### config.mk
export PLATFORM = sky130hd
export DESIGN_NAME = hack_alu_pipe_flat
export DESIGN_NICKNAME = d
export VERILOG_FILES = /design/src/rtl/hack_pkg.sv /design/src/rtl/hack_alu_pipe_if.sv /design/src/rtl/hack_alu_core.sv /design/src/rtl/hack_alu_pipe.sv /design/src/flat_wrapper.sv
export SDC_FILE = /design/constraint.sdc
export NUM_CORES = 1
export LEC_CHECK = 0
export CORE_MARGIN = 5
export CORE_UTILIZATION = 40
export DETAILED_ROUTE_END_ITERATION = 12
export SYNTH_ARGS = -nofsm -noshare
export SYNTH_HDL_FRONTEND = slang
export SYNTH_SLANG_ARGS = --single-unit
### constraint.sdc
create_clock -name clk -period 6.35 [get_ports clk]
set_input_delay 0.635 -clock clk [delete_from_list [all_inputs] [get_ports clk]]
set_output_delay 0.635 -clock clk [all_outputs]
set_load 0.05 [all_outputs]
### src/rtl/hack_pkg.sv
// Shared Hack ALU definitions: ctrl-word bit indices, a field view of the ctrl word,
// and the ctrl encodings of the 18 standard Hack ALU functions.
package hack_pkg;

  localparam int ZX = 5;
  localparam int NX = 4;
  localparam int ZY = 3;
  localparam int NY = 2;
  localparam int F  = 1;
  localparam int NO = 0;

  typedef struct packed {
    logic zx;
    logic nx;
    logic zy;
    logic ny;
    logic f;
    logic no;
  } ctrl_t;

  localparam logic [5:0] CTRL_ZERO      = 6'b101010;
  localparam logic [5:0] CTRL_ONE       = 6'b111111;
  localparam logic [5:0] CTRL_MINUS_ONE = 6'b111010;
  localparam logic [5:0] CTRL_X         = 6'b001100;
  localparam logic [5:0] CTRL_Y         = 6'b110000;
  localparam logic [5:0] CTRL_NOT_X     = 6'b001101;
  localparam logic [5:0] CTRL_NOT_Y     = 6'b110001;
  localparam logic [5:0] CTRL_NEG_X     = 6'b001111;
  localparam logic [5:0] CTRL_NEG_Y     = 6'b110011;
  localparam logic [5:0] CTRL_X_PLUS_1  = 6'b011111;
  localparam logic [5:0] CTRL_Y_PLUS_1  = 6'b110111;
  localparam logic [5:0] CTRL_X_MINUS_1 = 6'b001110;
  localparam logic [5:0] CTRL_Y_MINUS_1 = 6'b110010;
  localparam logic [5:0] CTRL_X_PLUS_Y  = 6'b000010;
  localparam logic [5:0] CTRL_X_MINUS_Y = 6'b010011;
  localparam logic [5:0] CTRL_Y_MINUS_X = 6'b000111;
  localparam logic [5:0] CTRL_X_AND_Y   = 6'b000000;
  localparam logic [5:0] CTRL_X_OR_Y    = 6'b010101;

endpackage

### src/rtl/hack_alu_pipe_if.sv
// Handshake and data bundle of the Hack ALU pipeline.
// Carries cy/ov only when HACK_ALU_CARRY_EN is defined.
interface hack_alu_pipe_if #(
  parameter int WIDTH = 16
);
  logic             in_valid;
  logic             in_ready;
  logic [WIDTH-1:0] x;
  logic [WIDTH-1:0] y;
  logic [5:0]       ctrl;
  logic             acc_sel;
  logic             out_valid;
  logic             out_ready;
  logic [WIDTH-1:0] out;
  logic             zr;
  logic             ng;
  logic [WIDTH-1:0] acc;
  logic [15:0]      op_cnt;
`ifdef HACK_ALU_CARRY_EN
  logic             cy;
  logic             ov;

  modport master (
    output in_valid, x, y, ctrl, acc_sel, out_ready,
    input  in_ready, out_valid, out, zr, ng, acc, op_cnt, cy, ov
  );

  modport slave (
    input  in_valid, x, y, ctrl, acc_sel, out_ready,
    output in_ready, out_valid, out, zr, ng, acc, op_cnt, cy, ov
  );
`else
  modport master (
    output in_valid, x, y, ctrl, acc_sel, out_ready,
    input  in_ready, out_valid, out, zr, ng, acc, op_cnt
  );

  modport slave (
    input  in_valid, x, y, ctrl, acc_sel, out_ready,
    output in_ready, out_valid, out, zr, ng, acc, op_cnt
  );
`endif
endinterface

### src/rtl/hack_alu_core.sv
// Combinational back half of the Hack ALU: f (add/and), no, and the zr/ng flags on preset operands.
// Adds carry-out and signed overflow of the adder when HACK_ALU_CARRY_EN is defined.
module hack_alu_core #(
  parameter int WIDTH = 16
) (
  input  logic [WIDTH-1:0] i_x,
  input  logic [WIDTH-1:0] i_y,
  input  logic             i_f,
  input  logic             i_no,
`ifdef HACK_ALU_CARRY_EN
  output logic             o_cy,
  output logic             o_ov,
`endif
  output logic [WIDTH-1:0] o_out,
  output logic             o_zr,
  output logic             o_ng
);

`ifdef HACK_ALU_CARRY_EN
  logic [WIDTH:0]   w_sum;
`else
  logic [WIDTH-1:0] w_sum;
`endif
  logic [WIDTH-1:0] w_fn;

  // Function select, output inversion and flags.
  always_comb begin
`ifdef HACK_ALU_CARRY_EN
    w_sum = {1'b0, i_x} + {1'b0, i_y};
`else
    w_sum = i_x + i_y;
`endif
    if (i_f) begin
      w_fn = w_sum[WIDTH-1:0];
    end else begin
      w_fn = i_x & i_y;
    end
    if (i_no) begin
      o_out = ~w_fn;
    end else begin
      o_out = w_fn;
    end
    o_zr = (o_out == {WIDTH{1'b0}});
    o_ng = o_out[WIDTH-1];
`ifdef HACK_ALU_CARRY_EN
    // Carry/overflow describe the raw adder, so no does not affect them.
    o_cy = i_f & w_sum[WIDTH];
    o_ov = i_f & (i_x[WIDTH-1] == i_y[WIDTH-1]) & (w_sum[WIDTH-1] != i_x[WIDTH-1]);
`endif
  end

endmodule

### src/rtl/hack_alu_pipe.sv
// Two-stage Hack ALU pipeline with valid/ready handshakes, accumulator feedback and a transfer counter.
// Optional cy/ov result outputs are enabled by defining HACK_ALU_CARRY_EN.
module hack_alu_pipe #(
  parameter int WIDTH = 16
) (
  input  logic           clk,
  input  logic           rst,
  hack_alu_pipe_if.slave bus
);
  import hack_pkg::*;

  ctrl_t            w_ctrl;
  logic [WIDTH-1:0] w_y_src;
  logic [WIDTH-1:0] w_x_z;
  logic [WIDTH-1:0] w_y_z;
  logic [WIDTH-1:0] w_x_pre;
  logic [WIDTH-1:0] w_y_pre;
  logic             w_s2_open;
  logic             w_s1_open;
  logic             w_hazard;
  logic             w_in_ready;
  logic             w_in_fire;
  logic             w_out_fire;

  logic             r_s1_valid;
  logic [WIDTH-1:0] r_s1_x;
  logic [WIDTH-1:0] r_s1_y;
  logic             r_s1_f;
  logic             r_s1_no;

  logic             r_s2_valid;
  logic [WIDTH-1:0] r_out;
  logic             r_zr;
  logic             r_ng;
  logic [WIDTH-1:0] r_acc;
  logic [15:0]      r_op_cnt;

  logic [WIDTH-1:0] w_core_out;
  logic             w_core_zr;
  logic             w_core_ng;
`ifdef HACK_ALU_CARRY_EN
  logic             w_core_cy;
  logic             w_core_ov;
  logic             r_cy;
  logic             r_ov;
`endif

  assign w_ctrl  = ctrl_t'(bus.ctrl);
  assign w_y_src = bus.acc_sel ? r_acc : bus.y;
  assign w_x_z   = w_ctrl.zx ? {WIDTH{1'b0}} : bus.x;
  assign w_x_pre = w_ctrl.nx ? ~w_x_z : w_x_z;
  assign w_y_z   = w_ctrl.zy ? {WIDTH{1'b0}} : w_y_src;
  assign w_y_pre = w_ctrl.ny ? ~w_y_z : w_y_z;

  // An acc_sel op must wait until every older result has landed in acc.
  assign w_s2_open  = ~r_s2_valid | bus.out_ready;
  assign w_s1_open  = ~r_s1_valid | w_s2_open;
  assign w_hazard   = bus.acc_sel & (r_s1_valid | r_s2_valid);
  assign w_in_ready = ~rst & w_s1_open & ~w_hazard;
  assign w_in_fire  = bus.in_valid & w_in_ready;
  assign w_out_fire = r_s2_valid & bus.out_ready;

  // Stage 1: preset operands and the f/no controls.
  always_ff @(posedge clk or posedge rst) begin
    if (rst) begin
      r_s1_valid <= 1'b0;
      r_s1_x     <= {WIDTH{1'b0}};
      r_s1_y     <= {WIDTH{1'b0}};
      r_s1_f     <= 1'b0;
      r_s1_no    <= 1'b0;
    end else if (w_in_fire) begin
      r_s1_valid <= 1'b1;
      r_s1_x     <= w_x_pre;
      r_s1_y     <= w_y_pre;
      r_s1_f     <= w_ctrl.f;
      r_s1_no    <= w_ctrl.no;
    end else if (w_s2_open) begin
      r_s1_valid <= 1'b0;
    end
  end

  hack_alu_core #(
    .WIDTH (WIDTH)
  ) u_core (
    .i_x   (r_s1_x),
    .i_y   (r_s1_y),
    .i_f   (r_s1_f),
    .i_no  (r_s1_no),
`ifdef HACK_ALU_CARRY_EN
    .o_cy  (w_core_cy),
    .o_ov  (w_core_ov),
`endif
    .o_out (w_core_out),
    .o_zr  (w_core_zr),
    .o_ng  (w_core_ng)
  );

  // Stage 2: result and flags, frozen while the consumer stalls.
  always_ff @(posedge clk or posedge rst) begin
    if (rst) begin
      r_s2_valid <= 1'b0;
      r_out      <= {WIDTH{1'b0}};
      r_zr       <= 1'b0;
      r_ng       <= 1'b0;
`ifdef HACK_ALU_CARRY_EN
      r_cy       <= 1'b0;
      r_ov       <= 1'b0;
`endif
    end else if (w_s2_open) begin
      r_s2_valid <= r_s1_valid;
      if (r_s1_valid) begin
        r_out <= w_core_out;
        r_zr  <= w_core_zr;
        r_ng  <= w_core_ng;
`ifdef HACK_ALU_CARRY_EN
        r_cy  <= w_core_cy;
        r_ov  <= w_core_ov;
`endif
      end
    end
  end

  // Accumulator and completed-transfer counter.
  always_ff @(posedge clk or posedge rst) begin
    if (rst) begin
      r_acc    <= {WIDTH{1'b0}};
      r_op_cnt <= 16'd0;
    end else if (w_out_fire) begin
      r_acc    <= r_out;
      r_op_cnt <= r_op_cnt + 16'd1;
    end
  end

  assign bus.in_ready  = w_in_ready;
  assign bus.out_valid = r_s2_valid;
  assign bus.out       = r_out;
  assign bus.zr        = r_zr;
  assign bus.ng        = r_ng;
  assign bus.acc       = r_acc;
  assign bus.op_cnt    = r_op_cnt;
`ifdef HACK_ALU_CARRY_EN
  assign bus.cy        = r_cy;
  assign bus.ov        = r_ov;
`endif

endmodule

### src/flat_wrapper.sv
// flat-port wrapper written by rule: the top's interface ports become plain ports
module hack_alu_pipe_flat import hack_pkg::*;
#(
  parameter int WIDTH = 16
)
  (clk, rst, bus_in_valid, bus_x, bus_y, bus_ctrl, bus_acc_sel, bus_out_ready, bus_in_ready, bus_out_valid, bus_out, bus_zr, bus_ng, bus_acc, bus_op_cnt);
  hack_alu_pipe_if #(.WIDTH(WIDTH)) bus_i ();
  input  logic clk;
  input  logic rst;
  input wire logic [$bits(bus_i.in_valid)-1:0] bus_in_valid;
  input wire logic [$bits(bus_i.x)-1:0] bus_x;
  input wire logic [$bits(bus_i.y)-1:0] bus_y;
  input wire logic [$bits(bus_i.ctrl)-1:0] bus_ctrl;
  input wire logic [$bits(bus_i.acc_sel)-1:0] bus_acc_sel;
  input wire logic [$bits(bus_i.out_ready)-1:0] bus_out_ready;
  output wire logic [$bits(bus_i.in_ready)-1:0] bus_in_ready;
  output wire logic [$bits(bus_i.out_valid)-1:0] bus_out_valid;
  output wire logic [$bits(bus_i.out)-1:0] bus_out;
  output wire logic [$bits(bus_i.zr)-1:0] bus_zr;
  output wire logic [$bits(bus_i.ng)-1:0] bus_ng;
  output wire logic [$bits(bus_i.acc)-1:0] bus_acc;
  output wire logic [$bits(bus_i.op_cnt)-1:0] bus_op_cnt;
  assign bus_i.in_valid = bus_in_valid;
  assign bus_i.x = bus_x;
  assign bus_i.y = bus_y;
  assign bus_i.ctrl = bus_ctrl;
  assign bus_i.acc_sel = bus_acc_sel;
  assign bus_i.out_ready = bus_out_ready;
  assign bus_in_ready = bus_i.in_ready;
  assign bus_out_valid = bus_i.out_valid;
  assign bus_out = bus_i.out;
  assign bus_zr = bus_i.zr;
  assign bus_ng = bus_i.ng;
  assign bus_acc = bus_i.acc;
  assign bus_op_cnt = bus_i.op_cnt;
  hack_alu_pipe #(.WIDTH(WIDTH)) u_core (.clk(clk), .rst(rst), .bus(bus_i));
endmodule
# == After elaboration in Yosys (flattened, before gate mapping) ==
# Cells that the tools add are included.
# op_classes
bitwise,16
reduce_logical,3
addsub,2
muxes,9
# op_table
operator,count
two-way mux 16 bit,7
NOT 16 bit,3
adder 16 x 1 -> 16 bit (second input constant),1
adder 16 bit,1
bitwise AND 16 bit,1
logical NOT 16 bit,1
bitwise AND 1 bit,5
NOT 1 bit,4
bitwise OR 1 bit,3
two-way mux 1 bit,2
AND reduction 2 bit,1
nonzero test 2 bit,1
# totals
reg_bits,86

# == Logic depth before layout (Yosys ltp) ==
# Gate-level depths: netlist (run 1).
# logic_depth
word_depth,7
depth_mapped,10

# == Hierarchy ==
# Synthesis (run 1) repeated with hierarchy kept, for this count alone.
# hier_totals
cells_unflattened,529
area_unflattened_um2,5297.6
# by_module_without_submodules
module,seq_area_each_um2,area_each_um2,instances,cells_per_inst
hack_alu_pipe,2152.1,3915.0,1,337
hack_alu_core,0.0,1382.6,1,192

# == Worst setup path after synthesis (run 1) ==
# No wires, ideal clock.
# synth_timing
kind,input -> register
startpoint,input port rst
endpoint,register u_core.r_s1_y[12]
cell_stages,7
t_arrival_ps,3854
slack_ps,2360
required_ps,6214
path_buffers,2
path_cell_list,inv_1 -> and3_1 -> nand2_1 -> clkbuf_1 -> buf_1 -> nand2_1 -> o21ai_0
# synth_between
elab_chain_cells,4
# synth_lines
element,line_no,rtl
"start, declared",flat_wrapper.sv:9,input logic rst;
NOT 1 bit,hack_alu_pipe.sv:59,assign w_in_ready = ~rst & w_s1_open & ~w_hazard;
bitwise AND 1 bit (2 in series),hack_alu_pipe.sv:59,
via bus_in_ready,flat_wrapper.sv:16,output wire logic [$bits(bus_i.in_ready)-1:0] bus_in_ready;
bitwise AND 1 bit,hack_alu_pipe.sv:60,assign w_in_fire = bus.in_valid & w_in_ready;
"end signal, assigned",hack_alu_pipe.sv:68,r_s1_y <= {WIDTH{1'b0}};
"end signal, assigned",hack_alu_pipe.sv:74,r_s1_y <= w_y_pre;
"end, declared",hack_alu_pipe.sv:27,logic [WIDTH-1:0] r_s1_y;
# The timed path passes the listed nets, and every way through them passes these cells.
# A chain may end at the register's enable or synchronous reset.

# == Worst setup path in the final report (run 1) ==
# layout_timing
startpoint,input port bus_acc_sel
endpoint,output port bus_in_ready
# layout_between
elab_chain_cells,3
# layout_lines
element,line_no,rtl
"start, declared",flat_wrapper.sv:14,input wire logic [$bits(bus_i.acc_sel)-1:0] bus_acc_sel;
bitwise AND 1 bit,hack_alu_pipe.sv:58,assign w_hazard = bus.acc_sel & (r_s1_valid | r_s2_valid);
NOT 1 bit,hack_alu_pipe.sv:59,
bitwise AND 1 bit,hack_alu_pipe.sv:59,
"end, declared",flat_wrapper.sv:16,
# No other way between the ends.

==> results.txt, run 1 <==
----------------------------------------------------
[Status]
  Run status ... completed

[Timing]
  Worst Skew ... 0.00578 ns
  Max-slew violations ... 0
  Final setup violating endpoints ... 0
  Minimum period implied by the final worst setup slack ... 3.49 ns
  Worst hold-check slack ... 0.467 ns
  Remaining max-slew budget at the tightest pin ... 30.5%
  Unrepaired setup endpoints after global routing ... false
  Final cycle utilization of the critical path ... 55.0%
  Highest attainable clock frequency ... 286 MHz
  Setup total negative slack ... 0 ns
  Worst-Margin Slew ... 1.04 ns
  Hold violation total from the final report ... 0

[Synth]
  Most frequently used flop master after synthesis ... sky130_fd_sc_hd__dfrtp_1
  Count of distinct cell types in the synthesized netlist ... 63
  Sequential cell area fraction in the yosys report ... 41.7%
  Mean Syn Cell Area ... 9.02 um2
  Share of synthesized flip-flops with an asynchronous set or reset ... 100%
  Register bit total from synthesis ... 85
  Synthesized netlist net count ... 627
  Number of instances in the synthesized netlist ... 566
  Post-Syn Area ... 0.00510 mm2
  Total number of yosys warnings ... 0
  Number of enable-type register cells in the synthesized netlist ... 0

[Detailed routing]
  WL/cell ... 14.6 um
  Met3 wire length ... 643 um
  Number of detailed-routing iterations run before antenna repair ... 4
  First-iteration detailed-routing DRC count ... 267
  Post-detailed-routing wire length ... 12000 um
  M1 wire length ... 5930 um
  Via Count ... 4135
  Top routing layer in use ... met4
  Final routed DRC violation total ... 0
  DR vias/cell ... 5.04
  Total met2 wirelength after detailed routing ... 5200 um
  ANT nets after route ... 0

[Pwr]
  Net switching power figure ... 1.34 mW
  Leakage power total ... 2.73 nW
  Share of power burned in combinational logic ... 51.4%
  Pwr Density ... 457 mW/mm2
  Relative contribution of sequential cells to total power ... 30.4%
  Sw frac ... 45.4%
  Pint ... 1.60 mW
  Proportion of power drawn by the clock network ... 18.2%
  Maximum resistive drop on vdd ... 0.158 mV

[CTS]
  Maximum number of buffers from clock root to sink ... 2
  Cts bufs inserted ... 9
  Clock input transition at the sequential cells of the worst setup and hold paths ... 0.06 ns
  Clock latency on the worst-skew pair ... 0.34 ns
  Setup bufs post-CTS ... 0
  Cts repair resizes ... 0
  TritonCTS clock tree ... yes
  Total clock sinks ... 85
  Number of buffers inserted by hold repair at cts ... 0
  Clk root buf ... sky130_fd_sc_hd__clkbuf_16
  Number of H-tree branching levels ... 3

[Worst setup path]
  Depth of the most critical reg-to-reg path ... 7
  Critical path data required time ... 5.71 ns
  Worst setup SP type ... input pin
  Kind of end point of the critical path ... output pin
  Crit path arrival time ... 2.86 ns
  Critical path start-end classification ... in -> out
  Crit path max fanout ... 17
  Worst reg2reg path startpoint ... u_core.r_s1_f
  Critical path startpoint ... bus_acc_sel

[Die]
  Floorplan die width ... 123 um
  Row cnt ... 41
  Top-level I/O count ... 95
  Effective utilization at floorplan ... 40.6%
  Die height ... 123 um
  Standard cell core area ... 0.0126 mm2
  Die Area ... 0.0151 mm2

[Layout]
  Share of post-route cells with drive strength above 1 ... 6.17%
  Final cell utilization of the core ... 51.2%
  Finished Cell Area ... 0.00643 mm2
  Final Net Count ... 704
  Area growth from synthesis to layout ... 26.0%
  Count of antenna diodes in the layout ... 0

[Global route]
  Wire length of the first global-routing pass ... 20400 um
  Initial antenna violation count ... 0
  Overall routing resource usage ... 16.9%
  Maximum number of pins on one net before global-route repair ... 68
  Remaining Overflow, GRT ... 0
  Vias in the first global route ... 4100

[Hold path]
  Critical hold path startpoint ... u_core.bus.op_cnt[15]
  Number of cells traversed by the worst hold path ... 1
  Min-Delay Path Class ... reg -> reg

[Placement]
  Placed wire-length estimate ... 9060 um
  Port Buffer Count ... 94
  Instance area at placement ... 0.00613 mm2
  Weighted congestion at the end of routability-driven global placement ... 0.891

[Flow run]
  Max cap viols ... 0

----------------------------------------------------
-- Yosys cell counts, drive strengths merged (2+ instances only) --
library cell	instances	area share (%)
nand2	117	8.6
dfrtp	85	42
xnor2	62	11
o21ai	55	5.4
nor2	31	2.3
nor2b	21	2.6
mux2i	18	3.5
clkbuf	17	1.5
ha	17	4.2
buf	14	1.5
nand3	11	1.1
a21oi	10	0.98
nor3	10	0.98
a211oi	9	1.5
inv	9	0.66
nand4	7	0.86
and3	6	0.74
mux2	6	1.3
a21o	5	0.81
a31oi	5	0.74
nor4	5	0.61
and4	4	0.74
nand2b	4	0.49
nand3b	3	0.44
o211ai	3	0.54
o311ai	3	0.66
o31ai	3	0.44
a2111oi	2	0.34
a31o	2	0.34
or3	2	0.25
xor2	2	0.34
-- logic make-up after synthesis --
family                   synth area share, %
adder cells (fa/ha/maj)                 4.56
multiplexers                            4.85
XOR/XNOR                                11.0
AO/OA/AOI/OAI                           13.9
buffers and inverters                   3.70
AND/OR/NAND/NOR                         20.3
flip-flops                              41.7
-- placed cells by master, fill, tap and decap left out, types with 4 or more instances in the layout --
master                            count
sky130_fd_sc_hd__nand2_1            116
sky130_fd_sc_hd__clkdlybuf4s50_1     94
sky130_fd_sc_hd__dfrtp_1             85
sky130_fd_sc_hd__xnor2_1             62
sky130_fd_sc_hd__o21ai_0             53
sky130_fd_sc_hd__nor2_1              31
sky130_fd_sc_hd__nor2b_1             21
sky130_fd_sc_hd__mux2i_1             18
sky130_fd_sc_hd__ha_1                17
sky130_fd_sc_hd__nand3_1             11
sky130_fd_sc_hd__nor3_1              10
sky130_fd_sc_hd__a21oi_1             10
sky130_fd_sc_hd__clkbuf_16            9
sky130_fd_sc_hd__nand4_1              7
sky130_fd_sc_hd__inv_1                7
sky130_fd_sc_hd__a211oi_1             7
sky130_fd_sc_hd__and3_1               6
sky130_fd_sc_hd__mux2_2               6
sky130_fd_sc_hd__nor4_1               5
sky130_fd_sc_hd__nand2b_1             4
sky130_fd_sc_hd__a31oi_1              4
-- final timing paths --
check / endpoint / slack (ns)
setup / recovery: bus_in_ready / 2.86
hold / removal: u_core.bus.op_cnt[15] / 0.47
setup reg to reg: u_core.bus.zr / 3.06
hold reg to reg: u_core.bus.op_cnt[15] / 0.47
max in group asynchronous: u_core.r_s1_x[3] / 4.62
min in group asynchronous: u_core.bus.acc[7] / 0.63
-- routing by layer --
layer / up-vias / GRT usage, %
met4: 0 / 4.57
met2: 102 / 26.2
met1: 1894 / 23.9
li1: 2120 / -
met5: - / 0
met3: 19 / 3.84
-- flip-flops by register name (all words and copies together) (netlist names) --
| register | count |
|---|---|
| u_core.bus.acc | 16 |
| u_core.bus.op_cnt | 16 |
| u_core.r_s1_x | 16 |
| u_core.r_s1_y | 16 |
| u_core.bus.out | 15 |
| u_core.bus.ng | 1 |
| u_core.bus.out_valid | 1 |
| u_core.bus.zr | 1 |
| u_core.r_s1_f | 1 |
| u_core.r_s1_no | 1 |
| u_core.r_s1_valid | 1 |
-- power groups by stage --
| stage | registers, mW | logic, mW | clock network, mW |
|---|---|---|---|
| after CTS | 0.894 | 1.52 | 0.551 |
| after global placement | 0.899 | 1.49 | 0 |
| after floorplan | 1.24 | 0.729 | 0 |
| final | 0.893 | 1.51 | 0.535 |
| after global routing | 0.924 | 1.64 | 0.573 |
| after detailed placement | 0.902 | 1.51 | 0 |
-- through the flow --
step           power [mW]  setup slack, ns  std cells
2_1_floorplan        1.97             2.36        566
4_1_cts              2.96             2.82        820
3_5_place_dp         2.42             2.83        804
6_report             2.94             2.86        820
3_3_place_gp         2.39             2.79        804
5_1_grt              3.14             2.62        820
-- layout make-up --
cell class,instances,area [um2]
fill,1181,6130
sequential,85,2130
inverter,9,35.0
clock inverter,5,58.8
tap,172,215
clock buffer,11,243
timing repair buffer,97,963
multi-input combinational,441,2790
-- worst max-delay path, cell delays in order --
cell and delay (ns):
sky130_fd_sc_hd__clkdlybuf4s50_1 1.09, sky130_fd_sc_hd__o21ai_0 0.18, sky130_fd_sc_hd__and3_1 0.24, sky130_fd_sc_hd__clkdlybuf4s50_1 0.71
No activity file was read; power rests on OpenSTA's default activity.
==> inputs of run 2 (changes only) <==
--- a/config.mk
+++ b/config.mk
@@ -8,6 +8,7 @@
 export CORE_MARGIN = 5
 export CORE_UTILIZATION = 40
 export DETAILED_ROUTE_END_ITERATION = 12
+export PLACE_DENSITY = 0.66
 export SYNTH_ARGS = -nofsm -noshare
 export SYNTH_HDL_FRONTEND = slang
 export SYNTH_SLANG_ARGS = --single-unit
==> constraint.sdc (replaced) <==
create_clock -name clk -period 2.87 [get_ports clk]
set_input_delay 0.287 -clock clk [delete_from_list [all_inputs] [get_ports clk]]
set_output_delay 0.287 -clock clk [all_outputs]
set_load 0.05 [all_outputs]
==> run 2 against run 1 <==
  * Clock-buffer cell count fell by 1
  * Largest cell class unchanged
  * Final cell count is 2.0% higher
  * Critical endpoint is now u_core.bus.zr
  * Flip-flop and latch count did not move
==> results.txt, run 2 (synthesis gave the netlist of run 1 again) <==
----------------------------------------------------
[Global route]
  Global routing usage on met1 ... 23.6% (-0.35 points)
  Met2 track utilization from global routing ... 28.0% (+1.8 points)
  Overall routing resource usage ... 17.4% (+0.50 points)
  Wire length of the first global-routing pass ... 20900 um (+2.3%)
  Remaining Overflow, GRT ... 0 (unchanged)
  Maximum number of pins on one net before global-route repair ... 53 (-22%)
  Met3 usage ... 4.35% (+0.50 points)
  Most congested layer reported by global routing ... met2
  Initial antenna violation count ... 0 (unchanged)
  Vias in the first global route ... 4185 (+2.1%)

[Worst setup path]
  Critical path start-end classification ... reg -> reg
  Kind of end point of the critical path ... flop
  Critical path data required time ... 3.12 ns (-2.59 ns)
  Crit path arrival time ... 2.99 ns (+0.13 ns)
  Crit path max fanout ... 3 (-14)
  Worst setup SP type ... flop

[Layout]
  Final Net Count ... 720 (+2.3%)
  Most frequent cells in the layout ... sky130_fd_sc_hd__nand2_1, sky130_fd_sc_hd__clkdlybuf4s50_1, sky130_fd_sc_hd__dfrtp_1
  Final cell utilization of the core ... 52.7% (+1.5 points)
  Area growth from synthesis to layout ... 29.8%
  Most common library cell in the layout ignoring fill and taps ... sky130_fd_sc_hd__nand2_1
  Share of post-route cells with drive strength above 1 ... 10.1% (+3.9 points)
  Fillcell total ... 1175 (-0.51%)
  Count of antenna diodes in the layout ... 0 (unchanged)

[Pwr]
  Net switching power figure ... 3.05 mW (+130%)
  Sw frac ... 44.8% (-0.60 points)
  Pint ... 3.75 mW (+130%)
  Relative contribution of sequential cells to total power ... 28.8% (-1.6 points)
  Maximum resistive drop on vdd ... 0.411 mV (+160%)
  Leakage power total ... 2.81 nW (+3.2%)
  Share of power burned in combinational logic ... 52.9% (+1.5 points)
  Proportion of power drawn by the clock network ... 18.3% (about the same)
  Pwr Density ... 1030 mW/mm2 (+120%)

[Detailed routing]
  Via Count ... 4239 (+2.5%)
  Number of detailed-routing iterations run before antenna repair ... 4 (unchanged)
  WL/cell ... 15.0 um (+2.9%)
  First-iteration detailed-routing DRC count ... 337 (+26%)
  Post-detailed-routing wire length ... 12600 um (+4.9%)
  ANT nets after route ... 0 (unchanged)
  Final routed DRC violation total ... 0 (unchanged)
  DR vias/cell ... 5.07 (+0.55%)

[Die]
  Top-level I/O count ... 95 (unchanged)
  Floorplan die width ... 123 um (unchanged)
  Standard cell core area ... 0.0126 mm2 (unchanged)
  Die height ... 123 um (unchanged)
  Row cnt ... 41 (unchanged)
  Die Area ... 0.0151 mm2 (unchanged)
  Effective utilization at floorplan ... 40.6% (unchanged)

[Timing]
  Remaining max-slew budget at the tightest pin ... 37.1% (+6.7 points)
  Max-slew violations ... 0 (unchanged)
  Unrepaired setup endpoints after global routing ... true
  Worst-Margin Slew ... 0.940 ns (-0.0992 ns)
  Worst Skew ... 0.00615 ns (+0.000374 ns)
  Final cycle utilization of the critical path ... 95.7%
  Final setup violating endpoints ... 0 (unchanged)
  Hold violation total from the final report ... 0 (unchanged)
  Highest attainable clock frequency ... 364 MHz
  Minimum period implied by the final worst setup slack ... 2.75 ns
  Worst hold-check slack ... 0.447 ns (-0.0200 ns)

[CTS]
  Total clock sinks ... 85 (unchanged)
  Maximum number of buffers from clock root to sink ... 2 (unchanged)
  TritonCTS clock tree ... yes
  Cts bufs inserted ... 9 (unchanged)
  Clk root buf ... sky130_fd_sc_hd__clkbuf_16
  Clock input transition at the sequential cells of the worst setup and hold paths ... 0.06 ns (about the same)
  Number of H-tree branching levels ... 3 (unchanged)
  Clock latency on the worst-skew pair ... 0.34 ns (about the same)

[Flow run]
  Max cap viols ... 0 (unchanged)

[Placement]
  Weighted congestion at the end of routability-driven global placement ... 0.901 (+1.1%)
  Placed wire-length estimate ... 9600 um (+6.0%)
  Port Buffer Count ... 94 (unchanged)

[Status]
  Run status ... completed

[Hold path]
  Min-Delay Path Class ... in -> async

----------------------------------------------------
run 2: cell types whose count changed in the layout (fill, tap and decap cells not counted), sizes merged:
cell	previous run	this run
clkbuf	11	10
bufinv	1	2
buf	3	20
clkdlybuf4s50	94	93
run 2: power groups by stage:
stage / Combinational (mW) / Clock (mW) / Sequential [mW]
floorplan: 1.62 / 0 / 2.74
finish: 3.59 / 1.24 / 1.96
detailed placement: 3.49 / 0 / 1.97
global placement: 3.42 / 0 / 1.96
CTS: 3.53 / 1.27 / 1.95
global route: 3.88 / 1.32 / 2.01
run 2: final timing paths:
check	startpoint	to	slack, ns	cells after the start
hold reg to reg	u_core.bus.op_cnt[15]	u_core.bus.op_cnt[15]	0.49	1
hold / removal	rst	u_core.r_s1_y[4]	0.45	3
setup reg to reg	u_core.r_s1_y[0]	u_core.bus.zr	0.12	10
setup / recovery	u_core.r_s1_y[0]	u_core.bus.zr	0.12	10
max in group asynchronous	rst	u_core.bus.op_cnt[12]	1.42	4
min in group clk	u_core.bus.op_cnt[15]	u_core.bus.op_cnt[15]	0.49	1
run 2: area by class of cell:
class,count,area (um2),area share (%)
tap,172,215,3.25
inverter,9,37.5,0.567
multi-input combinational,441,2850,43.0
sequential,85,2130,32.1
clock buffer,10,229,3.46
timing repair buffer,113,1080,16.3
clock inverter,6,86.3,1.30
run 2: metrics by stage:
stage          cells  area [um2]  worst slack (ns)  TNS, ns  total power [mW]
6_report         836        6630             0.124        0              6.79
5_1_grt          836        6630           -0.0223  -0.0223              7.22
4_1_cts          835        6570            0.0298        0              6.75
3_5_place_dp     818        6240           -0.0766  -0.0792              5.46
3_3_place_gp     818        6240            0.0209        0              5.38
2_1_floorplan    566        5120            0.0271        0              4.36
run 2: layer usage:
layer  vias up  share of wire [%]
li1       2135                  -
met2       104                 47
met4         0                1.6
met3        16                5.5
met1      1984                 46
met5         -                  0
run 2: timing repair:
action,4_1_cts,5_1_grt
setup buffers,1,1
hold buffers,0,0
resized for setup,3,10
endpoints found under the setup margin,2,5
pin swaps,4,9
run 2: worst max-delay path, cell delays in order (launching register included):
cell                        delay, ns
sky130_fd_sc_hd__dfrtp_1         0.39
sky130_fd_sc_hd__ha_2            0.21
sky130_fd_sc_hd__fa_2            0.37
sky130_fd_sc_hd__a211oi_4        0.25
sky130_fd_sc_hd__o21ai_1         0.12
sky130_fd_sc_hd__a2111oi_1       0.37
sky130_fd_sc_hd__nor3_1          0.11
sky130_fd_sc_hd__xnor2_1         0.16
sky130_fd_sc_hd__nor4_2          0.30
sky130_fd_sc_hd__o211ai_1        0.14
sky130_fd_sc_hd__o31ai_1         0.23
